**src/rtl/uart_pkg.sv**
```systemverilog
`default_nettype none
// ============================================================================
// uart_pkg : shared types and helpers for the UART byte receiver.
//            UART_RX_PARITY_EN adds the PARITY state to the state enum.
// Revision : 1.0
// ============================================================================
package uart_pkg;

   localparam int UART_DATA_BITS = 8;

   typedef enum logic [2:0] {
      ST_IDLE   = 3'd0,
      ST_START  = 3'd1,
      ST_DATA   = 3'd2,
`ifdef UART_RX_PARITY_EN
      ST_PARITY = 3'd3,
`endif
      ST_STOP   = 3'd4,
      ST_BREAK  = 3'd5
   } uart_rx_state_t;

   // High when data plus parity bit do not hold an even number of ones.
   function automatic logic parity_mismatch(input logic [UART_DATA_BITS-1:0] i_data,
                                            input logic                      i_par_bit);
      return (^i_data) ^ i_par_bit;
   endfunction

endpackage
`default_nettype wire

```
**src/rtl/uart_sync2.sv**
```systemverilog
`default_nettype none
// ============================================================================
// uart_sync2 : two-flop synchronizer with a configurable reset value.
// Revision   : 1.0
// ============================================================================
module uart_sync2 #(
   parameter logic RESET_VALUE = 1'b1
) (
   input  logic clk,
   input  logic reset,
   input  logic i_d,
   output logic o_q
);

   logic r_meta;
   logic r_sync;

   always_ff @(posedge clk or negedge reset) begin
      if (!reset) begin
         r_meta <= RESET_VALUE;
         r_sync <= RESET_VALUE;
      end else begin
         r_meta <= i_d;
         r_sync <= r_meta;
      end
   end

   assign o_q = r_sync;

endmodule
`default_nettype wire

```
**src/rtl/uart_byte_rx.sv**
```systemverilog
`default_nettype none
// ============================================================================
// uart_byte_rx : mid-bit sampling UART byte receiver, 8N1 by default,
//                8E1 when UART_RX_PARITY_EN is defined.
// Revision     : 1.0
// ============================================================================
module uart_byte_rx
   import uart_pkg::*;
#(
   parameter int CLKS_PER_BIT = 16
) (
   input  logic       clk,
   input  logic       reset,
   input  logic       rxd,
   output logic       out_valid,
   output logic [7:0] out_byte,
   output logic       frame_err,
   output logic       parity_err
);

   localparam int                 CNT_W      = $clog2(CLKS_PER_BIT);
   localparam logic [CNT_W-1:0]   c_half_bit = CNT_W'(CLKS_PER_BIT / 2 - 1);
   localparam logic [CNT_W-1:0]   c_full_bit = CNT_W'(CLKS_PER_BIT - 1);
   localparam logic [2:0]         c_last_idx = 3'(UART_DATA_BITS - 1);

   logic                      w_rxd_s;
   logic                      w_sample;

   uart_rx_state_t            r_state;
   uart_rx_state_t            w_state_nxt;
   logic [CNT_W-1:0]          r_cnt;
   logic [CNT_W-1:0]          w_cnt_nxt;
   logic [2:0]                r_idx;
   logic [2:0]                w_idx_nxt;
   logic [UART_DATA_BITS-1:0] r_shift;
   logic [UART_DATA_BITS-1:0] w_shift_nxt;

   logic                      w_valid;
   logic                      w_ferr;
   logic                      r_out_valid;
   logic [7:0]                r_out_byte;
   logic                      r_frame_err;

`ifdef UART_RX_PARITY_EN
   logic                      r_par_bad;
   logic                      w_par_bad_nxt;
   logic                      w_perr;
   logic                      r_parity_err;
`endif

   uart_sync2 #(
      .RESET_VALUE (1'b1)
   ) u_rxd_sync (
      .clk   (clk),
      .reset (reset),
      .i_d   (rxd),
      .o_q   (w_rxd_s)
   );

   assign w_sample = (r_cnt == '0);

   always_ff @(posedge clk or negedge reset) begin
      if (!reset) begin
         r_state      <= ST_IDLE;
         r_cnt        <= '0;
         r_idx        <= '0;
         r_shift      <= '0;
         r_out_valid  <= 1'b0;
         r_out_byte   <= 8'h00;
         r_frame_err  <= 1'b0;
`ifdef UART_RX_PARITY_EN
         r_par_bad    <= 1'b0;
         r_parity_err <= 1'b0;
`endif
      end else begin
         r_state      <= w_state_nxt;
         r_cnt        <= w_cnt_nxt;
         r_idx        <= w_idx_nxt;
         r_shift      <= w_shift_nxt;
         r_out_valid  <= w_valid;
         r_frame_err  <= w_ferr;
         if (w_valid) begin
            r_out_byte <= r_shift;
         end
`ifdef UART_RX_PARITY_EN
         r_par_bad    <= w_par_bad_nxt;
         r_parity_err <= w_perr;
`endif
      end
   end

   always_comb begin
      w_state_nxt   = r_state;
      w_cnt_nxt     = r_cnt;
      w_idx_nxt     = r_idx;
      w_shift_nxt   = r_shift;
      w_valid       = 1'b0;
      w_ferr        = 1'b0;
`ifdef UART_RX_PARITY_EN
      w_par_bad_nxt = r_par_bad;
      w_perr        = 1'b0;
`endif

      case (r_state)
         ST_IDLE: begin
            if (!w_rxd_s) begin
               w_state_nxt = ST_START;
               w_cnt_nxt   = c_half_bit;
            end
         end

         // A start bit that is high again at mid-bit is treated as a glitch.
         ST_START: begin
            if (!w_sample) begin
               w_cnt_nxt = r_cnt - 1'b1;
            end else if (w_rxd_s) begin
               w_state_nxt = ST_IDLE;
            end else begin
               w_state_nxt   = ST_DATA;
               w_cnt_nxt     = c_full_bit;
               w_idx_nxt     = '0;
`ifdef UART_RX_PARITY_EN
               w_par_bad_nxt = 1'b0;
`endif
            end
         end

         ST_DATA: begin
            if (!w_sample) begin
               w_cnt_nxt = r_cnt - 1'b1;
            end else begin
               w_cnt_nxt   = c_full_bit;
               w_shift_nxt = {w_rxd_s, r_shift[UART_DATA_BITS-1:1]};
               if (r_idx == c_last_idx) begin
`ifdef UART_RX_PARITY_EN
                  w_state_nxt = ST_PARITY;
`else
                  w_state_nxt = ST_STOP;
`endif
               end else begin
                  w_idx_nxt = r_idx + 3'd1;
               end
            end
         end

`ifdef UART_RX_PARITY_EN
         ST_PARITY: begin
            if (!w_sample) begin
               w_cnt_nxt = r_cnt - 1'b1;
            end else begin
               w_cnt_nxt     = c_full_bit;
               w_par_bad_nxt = parity_mismatch(r_shift, w_rxd_s);
               w_state_nxt   = ST_STOP;
            end
         end
`endif

         // A low stop bit wins over any parity mismatch in the same frame.
         ST_STOP: begin
            if (!w_sample) begin
               w_cnt_nxt = r_cnt - 1'b1;
            end else if (w_rxd_s) begin
               w_state_nxt = ST_IDLE;
`ifdef UART_RX_PARITY_EN
               if (r_par_bad) begin
                  w_perr = 1'b1;
               end else begin
                  w_valid = 1'b1;
               end
`else
               w_valid = 1'b1;
`endif
            end else begin
               w_state_nxt = ST_BREAK;
               w_ferr      = 1'b1;
            end
         end

         ST_BREAK: begin
            if (w_rxd_s) begin
               w_state_nxt = ST_IDLE;
            end
         end

         default: begin
            w_state_nxt = ST_IDLE;
         end
      endcase
   end

   assign out_valid = r_out_valid;
   assign out_byte  = r_out_byte;
   assign frame_err = r_frame_err;
`ifdef UART_RX_PARITY_EN
   assign parity_err = r_parity_err;
`else
   assign parity_err = 1'b0;
`endif

endmodule
`default_nettype wire

```
**config.mk**
```make
export PLATFORM = sky130hd
export DESIGN_NAME = uart_byte_rx
export DESIGN_NICKNAME = d
export VERILOG_FILES = /design/src/rtl/uart_pkg.sv /design/src/rtl/uart_sync2.sv /design/src/rtl/uart_byte_rx.sv
export SDC_FILE = /design/constraint.sdc
export NUM_CORES = 1
export LEC_CHECK = 0
export CAP_MARGIN = 20
export CORE_MARGIN = 5
export CORE_UTILIZATION = 49
export CTS_CLUSTER_SIZE = 40
export DETAILED_ROUTE_END_ITERATION = 12
export PLACE_DENSITY = 0.83
export SETUP_SLACK_MARGIN = 0.3
export SLEW_MARGIN = 20
export SYNTH_ARGS = -nofsm -noshare
export SYNTH_HDL_FRONTEND = slang
export SYNTH_HIERARCHICAL = 1
export SYNTH_SLANG_ARGS = --single-unit
```
**constraint.sdc**
```tcl
create_clock -name clk -period 1.9 [get_ports clk]
set_input_delay 0.475 -clock clk [delete_from_list [all_inputs] [get_ports clk]]
set_output_delay 0.475 -clock clk [all_outputs]
set_load 0.005 [all_outputs]
```
Word-level counts from Yosys, hierarchy flattened. Index checks and enable logic that the tools add are counted.

Register bits after elaboration: 30. Word-level logic and storage cells: 60.

Add/sub/neg operators: 2. Equal/unequal tests: 15. Mux-type cells: 26. Reductions and logical operators: 8.

Operators by type and width (number): $mux 3 (11); $mux 4 (5); $ne 2x2->1 const B (8); $pmux 4 s4 (1); $pmux 3 s5 (1); $eq 3x3->1 const B (3); $mux 1 (6); $pmux 3 s2 (1); $reduce_and 6->1 (1); $reduce_and 5->1 (1); $logic_not 4->1 (1); $reduce_and 4->1 (1); $reduce_bool 4->1 (1); $sub 4x1->4 const B (1); $add 3x1->3 const B (1); $eq 3x1->1 const B (1); $eq 3x2->1 const B (1); $logic_not 3->1 (1); $ne 3x3->1 const B (1); $mux 2 (1); $ne 2x1->1 const B (1); $reduce_and 2->1 (1); $reduce_bool 2->1 (1).

Depth between registers and ports, before layout.
Depth after elaboration: 4. Mapped depth: 8.

Cells and area by module. Netlist, hierarchy kept.

By module, submodules not included: uart_byte_rx (times used 1, cells each 108, area an instance 1327.5 sq um); uart_sync2 (times used 1, cells each 2, area an instance 52.6 sq um).

Worst setup path after synthesis. OpenSTA, ideal clock, no wires.

Path kind: reg-to-reg. From: reg r_cnt[0]. To: reg r_shift[0]. Setup time: 0.125 ns. Arrival: 1.908 ns. Setup slack: -0.134 ns. Stages on the path, launching flop included: 8. Path buffers: 2. Clock period less this slack: 2.034 ns. Path through: dfrtp_1 -> inv_1 -> ha_1 -> or3b_1 -> buf_2 -> or3_1 -> buf_6 -> mux2_4.

Longest elaborated chain between the ends: 2.

Ends and longest elaborated chain: from (decl) (RTL line uart_byte_rx.sv:31) `logic [CNT_W-1:0] r_cnt;`; from (signal assigned) (RTL line uart_byte_rx.sv:77) `r_cnt <= w_cnt_nxt;`; $logic_not 4->1 (RTL line uart_byte_rx.sv:60) `assign w_sample = (r_cnt == '0);`; $reduce_and 2->1 (no source line); to (signal assigned) (RTL line uart_byte_rx.sv:79) `r_shift <= w_shift_nxt;`; to (decl) (RTL line uart_byte_rx.sv:35) `logic [UART_DATA_BITS-1:0] r_shift;`.

No other way between the ends. A chain may end at the register's enable or synchronous reset.

Worst setup path in the final report.
From: reg r_cnt[1]. To: reg r_shift[1].

Same word-level chain as after synthesis.

==> impl_metrics.env <==
export IMPL_p_clk_share_pct=22.5
export IMPL_pwr_share_seq_pct=43.2
export IMPL_fin_crit_sh_pct=99.0
export IMPL_synth_top_cell_area_share_pct=50.8
export IMPL_internal_power_mw=1.22
export IMPL_initial_core_util_pct=50.5
export IMPL_whs_path_depth=0
export IMPL_postRouteAntennaNets=0
export IMPL_crit_buf_inv=2
export IMPL_finalClockSkew_ns=0.00434
export IMPL_first_iter_violations=30
export IMPL_period_needed_ns=1.88
export IMPL_hpwlAfterDp_um=1680
export IMPL_antenna_found_initial=0
export IMPL_place_congestion=0.850
export IMPL_p_total_mw=1.79
export IMPL_maxCapViolCount=0
export IMPL_cp_required_ns=2.13
export IMPL_top_usage_layer="met2"
export IMPL_cts_tree="built"
export IMPL_final_cells=177
export IMPL_drive_above_1_share_pct=45.2
export IMPL_holdWs_ns=0.358
export IMPL_syn2layout_area_growth_pct=30.7
export IMPL_grt_pass1_wl_um=4910
export IMPL_p_per_area_mw_per_mm2=995
export IMPL_clk_pin_slew_worst_paths_ns=0.09
export IMPL_ys_types=37
export IMPL_synth_edf_count=0
export IMPL_io_buffer_count=12
export IMPL_worst_setup_path_start_kind="flop"
export IMPL_yosysMostFrequentCell="dfrtp_1"
export IMPL_grt_max_degree=31
export IMPL_synthArstFlopShare_pct=100
export IMPL_placedCellCount=158
export IMPL_cts_root_buf="clkbuf_4"
export IMPL_final_nets=151
export IMPL_cts_hold_buf=0
export IMPL_grt_use_total_pct=16.1
export IMPL_wl_per_cell_um=15.8
export IMPL_cp_arrival_ns=2.11
export IMPL_syn_area_mm2=0.00138
export IMPL_avgViaCountPerCell=5.46
export IMPL_ys_ff_latch=30
export IMPL_crit_path_end_kind="flop"
export IMPL_fp_dieW_um=63.1
export IMPL_row_count=19
export IMPL_io_pins=14
export IMPL_totalWireLength_um=2800
export IMPL_cp_depth=6
export IMPL_slew_viol_final=0
export IMPL_comb_power_share_pct=34.4
export IMPL_grt_pass1_vias=998
export IMPL_synth_avg_cell_area_um2=12.5
export IMPL_yosys_warnings=6
export IMPL_clock_latency_ns=0.34
export IMPL_r2r_cells=6
export IMPL_grt_use_met1_pct=18.7
export IMPL_insertedDiodeCount=0
export IMPL_core_mm2=0.00273
export IMPL_synth_main_ff_cell="dfrtp_1"
export IMPL_cts_sinks=30
export IMPL_yosys_area_top_type="dfrtp_1"
export IMPL_p_leak_nw=0.931
export IMPL_netlist_instances=110
export IMPL_drc=0
export IMPL_cts_made_buffers=5
export IMPL_cpPeakStageDelay_ns=0.40
export IMPL_timing_fmax_ghz=0.532
export IMPL_cts_max_level=2
export IMPL_cts_buffer_depth=2
export IMPL_synthesis_nets=116
export IMPL_grt_use_met3_pct=5.33
export IMPL_rsz0062_at_grt="yes"
export IMPL_globalRoute_totalOverflow=0
export IMPL_drtPass1Iterations=4
export IMPL_path_max_fanout=8
export IMPL_critPathTopFamily="simple AND/OR/NAND/NOR gates"
export IMPL_critical_path_class="reg2reg"
export IMPL_cpMaxStageDelayCell="dfrtp_1"
export IMPL_ir_drop_mv=0.879
export IMPL_p_sw_mw=0.572
export IMPL_setup_viol=0
export IMPL_hold_violations=0
export IMPL_synthTopCellsByArea="dfrtp_1 (51%), mux2_4 (8.7%), mux2_2 (7.3%)"
export IMPL_die_area_mm2=0.00398
export IMPL_met2_usage_pct=25.6
export IMPL_hp_class="reg2reg"
export IMPL_vias=967
export IMPL_synth_common_cells="dfrtp_1 (28), mux2_2 (9), mux2_4 (8), nor2_1 (8), nor3_1 (5)"
export IMPL_switching_share_pct=31.9
export IMPL_crit_chain="inv_2, ha_4, or3b_1, or3_4, buf_8, mux2_4"
export IMPL_yosysSeqAreaShare_pct=54.6
export IMPL_die_h_um=63.1
export IMPL_status="finished clean"
[placed cells by master (no fill, tap or decap), types with 2 or more instances in the layout]
cell type and n:
a21oi_1 4, a22o_1 3, buf_4 19, clkbuf_4 5, clkdlybuf4s50_1 2, dfrtp_1 28
dfstp_2 2, dlygate4sd2_1 10, ha_1 2, inv_1 2, inv_2 2, mux2_2 9
mux2_4 8, nand2b_1 3, nor2_1 5, nor2_4 3, nor3_1 3, o21ai_0 2
o21ai_2 2
[worst paths after layout]
| path | startpoint | endpoint | slack, ns |
|---|---|---|---|
| worst max-delay path | r_cnt[1]$_DFFE_PN0P_ | r_shift[1]$_DFFE_PN0P_ | 0.02 |
| worst min-delay path | u_rxd_sync/r_meta$_DFF_PN1_ | u_rxd_sync/o_q$_DFF_PN1_ | 0.36 |
| worst max register to register | r_cnt[1]$_DFFE_PN0P_ | r_shift[1]$_DFFE_PN0P_ | 0.02 |
| worst min register to register | u_rxd_sync/r_meta$_DFF_PN1_ | u_rxd_sync/o_q$_DFF_PN1_ | 0.36 |
| max in group asynchronous | reset | u_rxd_sync/r_meta$_DFF_PN1_ | 1.06 |
| min in group asynchronous | reset | r_shift[5]$_DFFE_PN0P_ | 0.52 |
[layout make-up]
| type | instances | area (µm²) |
|---|---|---|
| Fill cell | 207 | 930 |
| Sequential cell | 30 | 753 |
| Multi-Input combinational cell | 71 | 661 |
| Timing Repair Buffer | 33 | 277 |
| Clock buffer | 7 | 55.1 |
| Tap cell | 31 | 38.8 |
| Inverter | 4 | 15.0 |
| Clock inverter | 1 | 5.00 |
[kinds of logic (layout without fill, tap and decap cells)]
kind of cell,Yosys count,in the layout,synth area share [%]
DFF,30,30,54.6
and+or+nand+nor,27,28,11.2
AOI/OAI and AO/OA,20,20,10.2
muxes,18,18,16.8
buffers and inverters,10,45,3.63
adders and majority gates,3,3,2.72
other,1,1,0.272
xor gates and xnor gates,1,1,0.635
[through the flow]
stage | setup slack (ns) | setup TNS (ns) | instance area, µm² | util, %
6_report | 0.0196 | 0 | 1800 | 66.0
5_1_grt | -0.0349 | -0.200 | 1800 | 66.0
4_1_cts | 0.0412 | 0 | 1790 | 65.4
3_5_place_dp | -0.0471 | -0.338 | 1600 | 58.4
3_3_place_gp | -0.0250 | -0.191 | 1600 | 58.4
2_1_floorplan | -0.117 | -0.936 | 1400 | -
[sequential cells by signal (all words and copies together) (netlist names)]
register	count
frame_err	1
r_idx	3
r_shift	8
u_rxd_sync/o_q	1
r_state	3
u_rxd_sync/r_meta	1
out_byte	8
r_cnt	4
out_valid	1
[per-layer routing]
| metal | part of all wire (%) | up-vias | wire length [µm] |
|---|---|---|---|
| li1 | - | 460 | - |
| met5 | 0 | - | 0 |
| met4 | 2.4 | 0 | 68 |
| met2 | 51 | 20 | 1430 |
| met1 | 41 | 479 | 1160 |
| met3 | 5.2 | 8 | 145 |
[power groups by stage]
stage	Clock, mW	Combinational (mW)	Sequential, mW
finish	0.403	0.617	0.775
global route	0.451	0.677	0.785
CTS	0.405	0.576	0.773
detailed placement	0	0.435	0.779
global placement	0	0.418	0.775
floorplan	0	0.321	0.755
[what timing repair did]
item | CTS | global route
cloned | 1 | 0
buffers inserted | 9 | 1
setup endpoints to repair | 35 | 27
endpoints found under the hold margin | 0 | 0
gates resized for setup | 29 | 2
pin swaps | 6 | 3
No activity file was read; power rests on OpenSTA's default activity.
